`src/rtl/dlsc_uart_pkg.sv`:
```
// Shared constants and types for the buffered UART receiver.
// Parity modes, FSM state encoding and the FIFO entry width helper.
package dlsc_uart_pkg;

  localparam int PAR_NONE = 0;
  localparam int PAR_ODD  = 1;
  localparam int PAR_EVEN = 2;

  typedef enum logic [2:0] {
    ST_IDLE,
    ST_START,
    ST_DATA,
    ST_PARITY,
    ST_STOP
  } rx_state_t;

  // FIFO entry is {parity_err, frame_err, data}
  function automatic int entry_width(input int data_bits);
    return data_bits + 2;
  endfunction

endpackage

```
`src/rtl/dlsc_uart_baudgen.sv`:
```
// Fractional baud tick generator: period cfg_div, plus one cycle whenever
// the fractional accumulator carries. A cfg change restarts both counters.
module dlsc_uart_baudgen #(
  parameter int DIV_BITS  = 16,
  parameter int FRAC_BITS = 8
) (
  input  logic                 clk,
  input  logic                 rst,
  input  logic [DIV_BITS-1:0]  cfg_div,
  input  logic [FRAC_BITS-1:0] cfg_frac,
  output logic                 tick
);

  logic [DIV_BITS-1:0]  cnt_q, cnt_d;
  logic [FRAC_BITS-1:0] acc_q, acc_d;
  logic                 extra_q, extra_d;
  logic [DIV_BITS-1:0]  div_q;
  logic [FRAC_BITS-1:0] frac_q;
  logic [DIV_BITS:0]    last;
  logic                 cfg_chg;

  always_comb begin
    cfg_chg = (cfg_div != div_q) || (cfg_frac != frac_q);
    last    = {1'b0, cfg_div} + {{DIV_BITS{1'b0}}, extra_q} - {{DIV_BITS{1'b0}}, 1'b1};
    tick    = (cfg_div != '0) && !cfg_chg && ({1'b0, cnt_q} == last);
    cnt_d   = cnt_q + {{(DIV_BITS-1){1'b0}}, 1'b1};
    acc_d   = acc_q;
    extra_d = extra_q;
    if (cfg_chg || (cfg_div == '0)) begin
      cnt_d   = '0;
      acc_d   = '0;
      extra_d = 1'b0;
    end else if (tick) begin
      cnt_d              = '0;
      {extra_d, acc_d}   = {1'b0, acc_q} + {1'b0, cfg_frac};
    end
  end

  always_ff @(posedge clk) begin
    if (!rst) begin
      cnt_q   <= '0;
      acc_q   <= '0;
      extra_q <= 1'b0;
      div_q   <= '0;
      frac_q  <= '0;
    end else begin
      cnt_q   <= cnt_d;
      acc_q   <= acc_d;
      extra_q <= extra_d;
      div_q   <= cfg_div;
      frac_q  <= cfg_frac;
    end
  end

endmodule

```
`src/rtl/dlsc_uart_rx_buffered.sv`:
```
// UART receiver with programmable fractional baud, 3-sample majority voting
// and a first-word-fall-through receive FIFO with overrun reporting.
module dlsc_uart_rx_buffered
  import dlsc_uart_pkg::*;
#(
  parameter int START      = 1,
  parameter int STOP       = 1,
  parameter int DATA       = 8,
  parameter int PARITY     = 0,
  parameter int OVERSAMPLE = 16,
  parameter int DIV_BITS   = 16,
  parameter int FRAC_BITS  = 8,
  parameter int FIFO_ADDR  = 4
) (
  input  logic                 clk,
  input  logic                 rst,
  input  logic [DIV_BITS-1:0]  cfg_div,
  input  logic [FRAC_BITS-1:0] cfg_frac,
  input  logic                 rx,
  input  logic                 rx_mask,
  input  logic                 out_ready,
  output logic                 out_valid,
  output logic [DATA-1:0]      out_data,
  output logic                 out_frame_error,
  output logic                 out_parity_error,
  output logic                 overrun,
  output logic [FIFO_ADDR:0]   fifo_count
);

  localparam int EW    = entry_width(DATA);
  localparam int DEPTH = 1 << FIFO_ADDR;
  localparam int CW    = $clog2(OVERSAMPLE);
  localparam int BW    = 4;
  localparam logic [CW-1:0] S_LO  = CW'(OVERSAMPLE/2 - 1);
  localparam logic [CW-1:0] S_MID = CW'(OVERSAMPLE/2);
  localparam logic [CW-1:0] S_HI  = CW'(OVERSAMPLE/2 + 1);
  localparam logic [CW-1:0] S_END = CW'(OVERSAMPLE - 1);

  function automatic logic maj3(input logic a, input logic b, input logic c);
    return (a & b) | (a & c) | (b & c);
  endfunction

  logic tick;

  dlsc_uart_baudgen #(
    .DIV_BITS  (DIV_BITS),
    .FRAC_BITS (FRAC_BITS)
  ) u_baudgen (
    .clk      (clk),
    .rst      (rst),
    .cfg_div  (cfg_div),
    .cfg_frac (cfg_frac),
    .tick     (tick)
  );

  logic [1:0] sync_q, sync_d;
  logic       rx_s;

  always_comb begin
    sync_d = {sync_q[0], rx};
    rx_s   = sync_q[1];
  end

  always_ff @(posedge clk) begin
    if (!rst) sync_q <= 2'b11;
    else      sync_q <= sync_d;
  end

  rx_state_t         state_q;
  logic [CW-1:0]     cnt_q;
  logic [BW-1:0]     bit_q;
  logic [1:0]        samp_q;
  logic              armed_q, frame_err_q, par_err_q, push_q;
  logic [DATA-1:0]   shift_q;
  logic [EW-1:0]     entry_q;
  logic              bit_v, par_exp, fe_stop;

  always_comb begin
    bit_v   = maj3(samp_q[0], samp_q[1], rx_s);
    par_exp = (PARITY == PAR_ODD) ? ~^shift_q : ^shift_q;
    fe_stop = frame_err_q | ~bit_v;
  end

  // armed_q keeps a held-low line (break) from restarting until rx returns high
  always_ff @(posedge clk) begin
    if (!rst) begin
      state_q     <= ST_IDLE;
      cnt_q       <= '0;
      bit_q       <= '0;
      samp_q      <= '0;
      armed_q     <= 1'b0;
      frame_err_q <= 1'b0;
      par_err_q   <= 1'b0;
      push_q      <= 1'b0;
      shift_q     <= '0;
      entry_q     <= '0;
    end else begin
      push_q <= 1'b0;
      if (rx_s) armed_q <= 1'b1;
      if (state_q != ST_IDLE && rx_mask) begin
        state_q <= ST_IDLE;
      end else if (tick) begin
        if (state_q == ST_IDLE) begin
          if (armed_q && !rx_s && !rx_mask) begin
            state_q     <= ST_START;
            cnt_q       <= CW'(1);
            bit_q       <= '0;
            frame_err_q <= 1'b0;
            par_err_q   <= 1'b0;
          end
        end else begin
          cnt_q <= cnt_q + CW'(1);
          if (cnt_q == S_LO)  samp_q[0] <= rx_s;
          if (cnt_q == S_MID) samp_q[1] <= rx_s;
          if (cnt_q == S_HI) begin
            case (state_q)
              ST_START: if (bit_v) begin
                if (bit_q == '0) state_q <= ST_IDLE;
                else             frame_err_q <= 1'b1;
              end
              ST_DATA:   shift_q   <= {bit_v, shift_q[DATA-1:1]};
              ST_PARITY: par_err_q <= (bit_v != par_exp);
              ST_STOP: begin
                frame_err_q <= fe_stop;
                if (bit_q == BW'(STOP-1)) begin
                  state_q <= ST_IDLE;
                  push_q  <= 1'b1;
                  entry_q <= {par_err_q, fe_stop, shift_q};
                  armed_q <= 1'b0;
                end
              end
              default: ;
            endcase
          end
          if (cnt_q == S_END) begin
            cnt_q <= '0;
            bit_q <= bit_q + BW'(1);
            case (state_q)
              ST_START: if (bit_q == BW'(START-1)) begin
                state_q <= ST_DATA;
                bit_q   <= '0;
              end
              ST_DATA: if (bit_q == BW'(DATA-1)) begin
                state_q <= (PARITY != PAR_NONE) ? ST_PARITY : ST_STOP;
                bit_q   <= '0;
              end
              ST_PARITY: begin
                state_q <= ST_STOP;
                bit_q   <= '0;
              end
              default: ;
            endcase
          end
        end
      end
    end
  end

  logic [EW-1:0]        mem_q [DEPTH];
  logic [FIFO_ADDR-1:0] wr_ptr_q, wr_ptr_d, rd_ptr_q, rd_ptr_d;
  logic [FIFO_ADDR:0]   count_q, count_d;
  logic                 overrun_q, overrun_d;
  logic                 empty, full, pop, wr_en;
  logic [EW-1:0]        head;

  // A full FIFO still accepts a push when the head is popped in the same cycle
  always_comb begin
    empty     = (count_q == '0);
    full      = (count_q == (FIFO_ADDR+1)'(DEPTH));
    pop       = !empty && out_ready;
    wr_en     = push_q && (!full || pop);
    overrun_d = push_q && !wr_en;
    wr_ptr_d  = wr_ptr_q + FIFO_ADDR'(wr_en);
    rd_ptr_d  = rd_ptr_q + FIFO_ADDR'(pop);
    count_d   = count_q + (FIFO_ADDR+1)'(wr_en) - (FIFO_ADDR+1)'(pop);
    head      = empty ? '0 : mem_q[rd_ptr_q];
  end

  always_ff @(posedge clk) begin
    if (wr_en) mem_q[wr_ptr_q] <= entry_q;
  end

  always_ff @(posedge clk) begin
    if (!rst) begin
      wr_ptr_q  <= '0;
      rd_ptr_q  <= '0;
      count_q   <= '0;
      overrun_q <= 1'b0;
    end else begin
      wr_ptr_q  <= wr_ptr_d;
      rd_ptr_q  <= rd_ptr_d;
      count_q   <= count_d;
      overrun_q <= overrun_d;
    end
  end

  assign out_valid        = !empty;
  assign out_data         = head[DATA-1:0];
  assign out_frame_error  = head[DATA];
  assign out_parity_error = head[DATA+1];
  assign overrun          = overrun_q;
  assign fifo_count       = count_q;

endmodule

```
`config.mk`:
```
export PLATFORM = sky130hd
export DESIGN_NAME = dlsc_uart_rx_buffered
export DESIGN_NICKNAME = d
export VERILOG_FILES = /design/src/rtl/dlsc_uart_pkg.sv /design/src/rtl/dlsc_uart_baudgen.sv /design/src/rtl/dlsc_uart_rx_buffered.sv
export SDC_FILE = /design/constraint.sdc
export NUM_CORES = 1
export LEC_CHECK = 0
export CELL_PAD_IN_SITES_DETAIL_PLACEMENT = 2
export CELL_PAD_IN_SITES_GLOBAL_PLACEMENT = 2
export CORE_MARGIN = 1.5
export CORE_UTILIZATION = 47
export DETAILED_ROUTE_END_ITERATION = 6
export GPL_TIMING_DRIVEN = 1
export PLACE_DENSITY = 0.95
export SYNTH_ARGS = -nofsm -noshare
export SYNTH_HDL_FRONTEND = slang
export SYNTH_SLANG_ARGS = --single-unit
```
`constraint.sdc`:
```
create_clock -name clk -period 6.1 [get_ports clk]
set_input_delay 1.525 -clock clk [delete_from_list [all_inputs] [get_ports clk]]
set_output_delay 1.525 -clock clk [all_outputs]
set_load 0.02 [all_outputs]
```
==> metrics <==
Final period util=84.48%; simple-gate share of the synthesized area=13.49%; CTS tree=yes; worst reg2reg setup slack=1560 ps; clk_lat worst skew=600 ps; fraction of the mapped netlist area in adder cells=3.107%; cts repair resizes=0; CP delay by family, top=multiplexers; register bit total from synthesis=260; Setup crit end kind=output pin; Top Usage Layer GRT=met2; Max transition margin=14.53%; die area=25800 µm²; Core Util, Final=54.72%; Fill cells=2214; list of most frequent post-synthesis cells=160 x edfxtp_1, 100 x dfxtp_1, 75 x nor2_1, 67 x xnor2_1, 55 x nand2_1; worst path arrival time=3630 ps; CTS Sinks=260; vias per cell=6.307; area grow syn2layout=13.95%; Vias=7997; Post-synth EDFFs=160; number of buffers inserted by hold repair at cts=0; total track usage=32.73%; Reg area=6809 µm²; crit-path max cell delay=920 ps; slowest CP cell=dfxtp_2; clock skew=39.11 ps; final setup vio count=0; clock-pin slew on the worst setup and hold paths=60 ps; Synth Area in Compound Gates=4.232%; cell row count=57; Hold Path Stages=1; chip height=160.6 µm; Hold Slack=411.5 ps; CP bufs+invs=2; Area contributors post-synth=edfxtp_1 41%, dfxtp_1 17%, mux4_2 9.6%; largest net degree at the start of global routing=70; starting density of the core=48.02%; total CTS buffers=28; sequential fraction of the synthesis area=58.28%; global-route wire length before repair=61420 µm; final worst path period need=5153 ps; Final Hold Viols=0; Mapped Area=11680 µm²; CP cell instances=buf_12 > mux4_2 > mux4_2 > nor2b_1 > clkdlybuf4s50_1; worst path required time=4580 ps; mux cell area share after synthesis=11.87%; xor and xnor fraction of the mapped netlist area=6.139%; Post-Synthesis Cells=882; actual slew at the worst max-slew pin=1277 ps; GR Layer Usage met3=5.191%; Hold Startpoint=sync_q[0]$_SDFF_PN1_; post-synth cell types=72; TNS Setup=0 ps; Final Slew Violations=0; RSZ-0062 raised after global routing=false; Leak=4.779 nW; ys async rst share=0%; clock buffer depth=3; Total Wirelength=41290 µm; Hold Path Class=reg2reg; Main synth FF type=edfxtp_1; post-synthesis net count=938; fin nets=978; top-count cell post-synth=edfxtp_1; CP max FO=22; Die W=160.6 µm; Avg Cell Area, Syn=13.24 µm²; post-route antenna net violation count=0; footprint of the multi-input gates=4541 µm²; path depth of the worst reg2reg path=13; PortBufs=45; GRT overflow=0; number of global-route vias before repair=8732; startpoint types=register; Total Power=4.268 mW; routed len/inst=32.57 µm; reg2reg start=fifo_count[3]$_SDFF_PN0_; antenna violations before repair=0; max_cap viols=0; H-tree Lvls=1; dpl hpwl=25180 µm; layout cells sized above 1=12.82%; met1 Track Usage GR=39.15%; Placer Congestion=0.7791; Post-CTS Setup Bufs=0; largest family of logic cells by synthesized area=simple AND/OR/NAND/NOR gates; status=finished clean; critical path class=reg2out; Synth Warn #=0; drt first pass iters=5; Critical Path Most Common Cell=mux4_2; largest area contributor in the netlist=edfxtp_1; Core ar.=24320 µm²; antenna cell count=0; DR DRC count=0; f_max=194.1 MHz; 1st-iter DRT viols=753; GR Util met2=58.36%; Max rail drop VDD=233.3 µV; Root Driver=clkbuf_16; Power Dens Cells=320.7 nW/µm²; Hold EP=sync_q[1]$_SDFF_PN1_; r2r endpoint=fifo_count[4]$_SDFF_PN0_; Yosys top cell area share=41.14%; I/O pins=46
layout make-up:
cell class                 instances  area share [%]
clock buffer                      42           6.450
timing repair buffer              52           3.836
inverter                          28          0.7898
multi-input combinational        552           34.12
clock inverter                    10          0.5923
tap                              324           3.046
sequential                       260           51.17
layer usage:
metal | up-vias | part of all wire (%)
met5 | - | 0
met4 | 0 | 4.9
met3 | 123 | 5.7
met2 | 365 | 51
met1 | 4183 | 38
li1 | 3326 | -
logic make-up (layout without fill, tap and decap cells):
| logic type | Yosys count | count (layout) |
|---|---|---|
| XOR/XNOR | 81 | 81 |
| buffers and inverters | 70 | 132 |
| flip-flops | 260 | 260 |
| multiplexers | 76 | 76 |
| AND/OR/NAND/NOR | 292 | 292 |
| adder cells (fa/ha/maj) | 28 | 28 |
| AO/OA/AOI/OAI | 75 | 75 |
placed cells by master, fill, tap and decap left out, types with 3 or more instances in the layout:
| cell | synthesis | routed |
|---|---|---|
| mux2i_1 | 26 | 26 |
| clkinv_2 | 0 | 4 |
| mux4_2 | 50 | 50 |
| buf_4 | 3 | 6 |
| xnor2_1 | 67 | 67 |
| and2_1 | 28 | 28 |
| and3_1 | 12 | 12 |
| nand4_1 | 19 | 19 |
| a21oi_1 | 21 | 21 |
| a211oi_1 | 6 | 6 |
| nand3_1 | 14 | 14 |
| inv_1 | 27 | 27 |
| nor2_1 | 75 | 73 |
| nor3b_1 | 8 | 8 |
| nand2_1 | 55 | 55 |
| clkbuf_1 | 22 | 8 |
| dfxtp_1 | 100 | 98 |
| ha_1 | 25 | 25 |
| nor3_1 | 18 | 18 |
| clkinv_1 | 1 | 4 |
| nor4b_1 | 3 | 3 |
| nor2b_1 | 16 | 16 |
| or3_1 | 5 | 5 |
| nor4_1 | 7 | 7 |
| a31oi_1 | 7 | 7 |
| nand3b_1 | 5 | 5 |
| nand2b_1 | 8 | 8 |
| xor2_1 | 13 | 13 |
| clkdlybuf4s50_1 | 0 | 44 |
| o21ai_0 | 15 | 15 |
| clkbuf_16 | 0 | 32 |
| edfxtp_1 | 160 | 160 |
registers in the layout, indices dropped and copies added (netlist names), 2 cells and up:
register          count
u_baudgen.frac_q      8
u_baudgen.div_q      16
mem_q               160
bit_q                 4
entry_q              10
state_q               3
fifo_count            5
wr_ptr_q              4
samp_q                2
u_baudgen.acc_q       8
rd_ptr_q              4
sync_q                2
u_baudgen.cnt_q      16
shift_q               8
cnt_q                 4
per-stage QoR:
stage | cell area, µm² | std cells | worst slack (ps)
3_3_place_gp | 12370 | 1216 | 1087
4_1_cts | 13300 | 1268 | 889.8
3_5_place_dp | 12370 | 1216 | 668.8
6_report | 13310 | 1268 | 946.9
2_1_floorplan | 11680 | 882 | 1990
5_1_grt | 13310 | 1268 | 781.4
how the worst max path moves through the flow:
stage / startpoint / endpoint / slack, ps / cells past startpoint
after floorplan: cfg_div[0] / shift_q[0]$_SDFFE_PN0P_ / 1990 / 11
after global placement: cfg_div[0] / shift_q[6]$_SDFFE_PN0P_ / 1090 / 12
after detailed placement: cfg_div[8] / shift_q[0]$_SDFFE_PN0P_ / 670 / 9
after CTS: rd_ptr_q[0]$_SDFF_PN0_ / out_data[1] / 890 / 5
after global routing: rd_ptr_q[0]$_SDFF_PN0_ / out_data[1] / 780 / 5
final: rd_ptr_q[0]$_SDFF_PN0_ / out_data[1] / 950 / 5
power breakdown:
group	switching (mW)	internal [mW]	total, mW
Sequential	0.0972	1.87	1.97
Combinational	0.288	0.236	0.523
Clock	0.793	0.981	1.77
(Power assumes the default switching activity.)
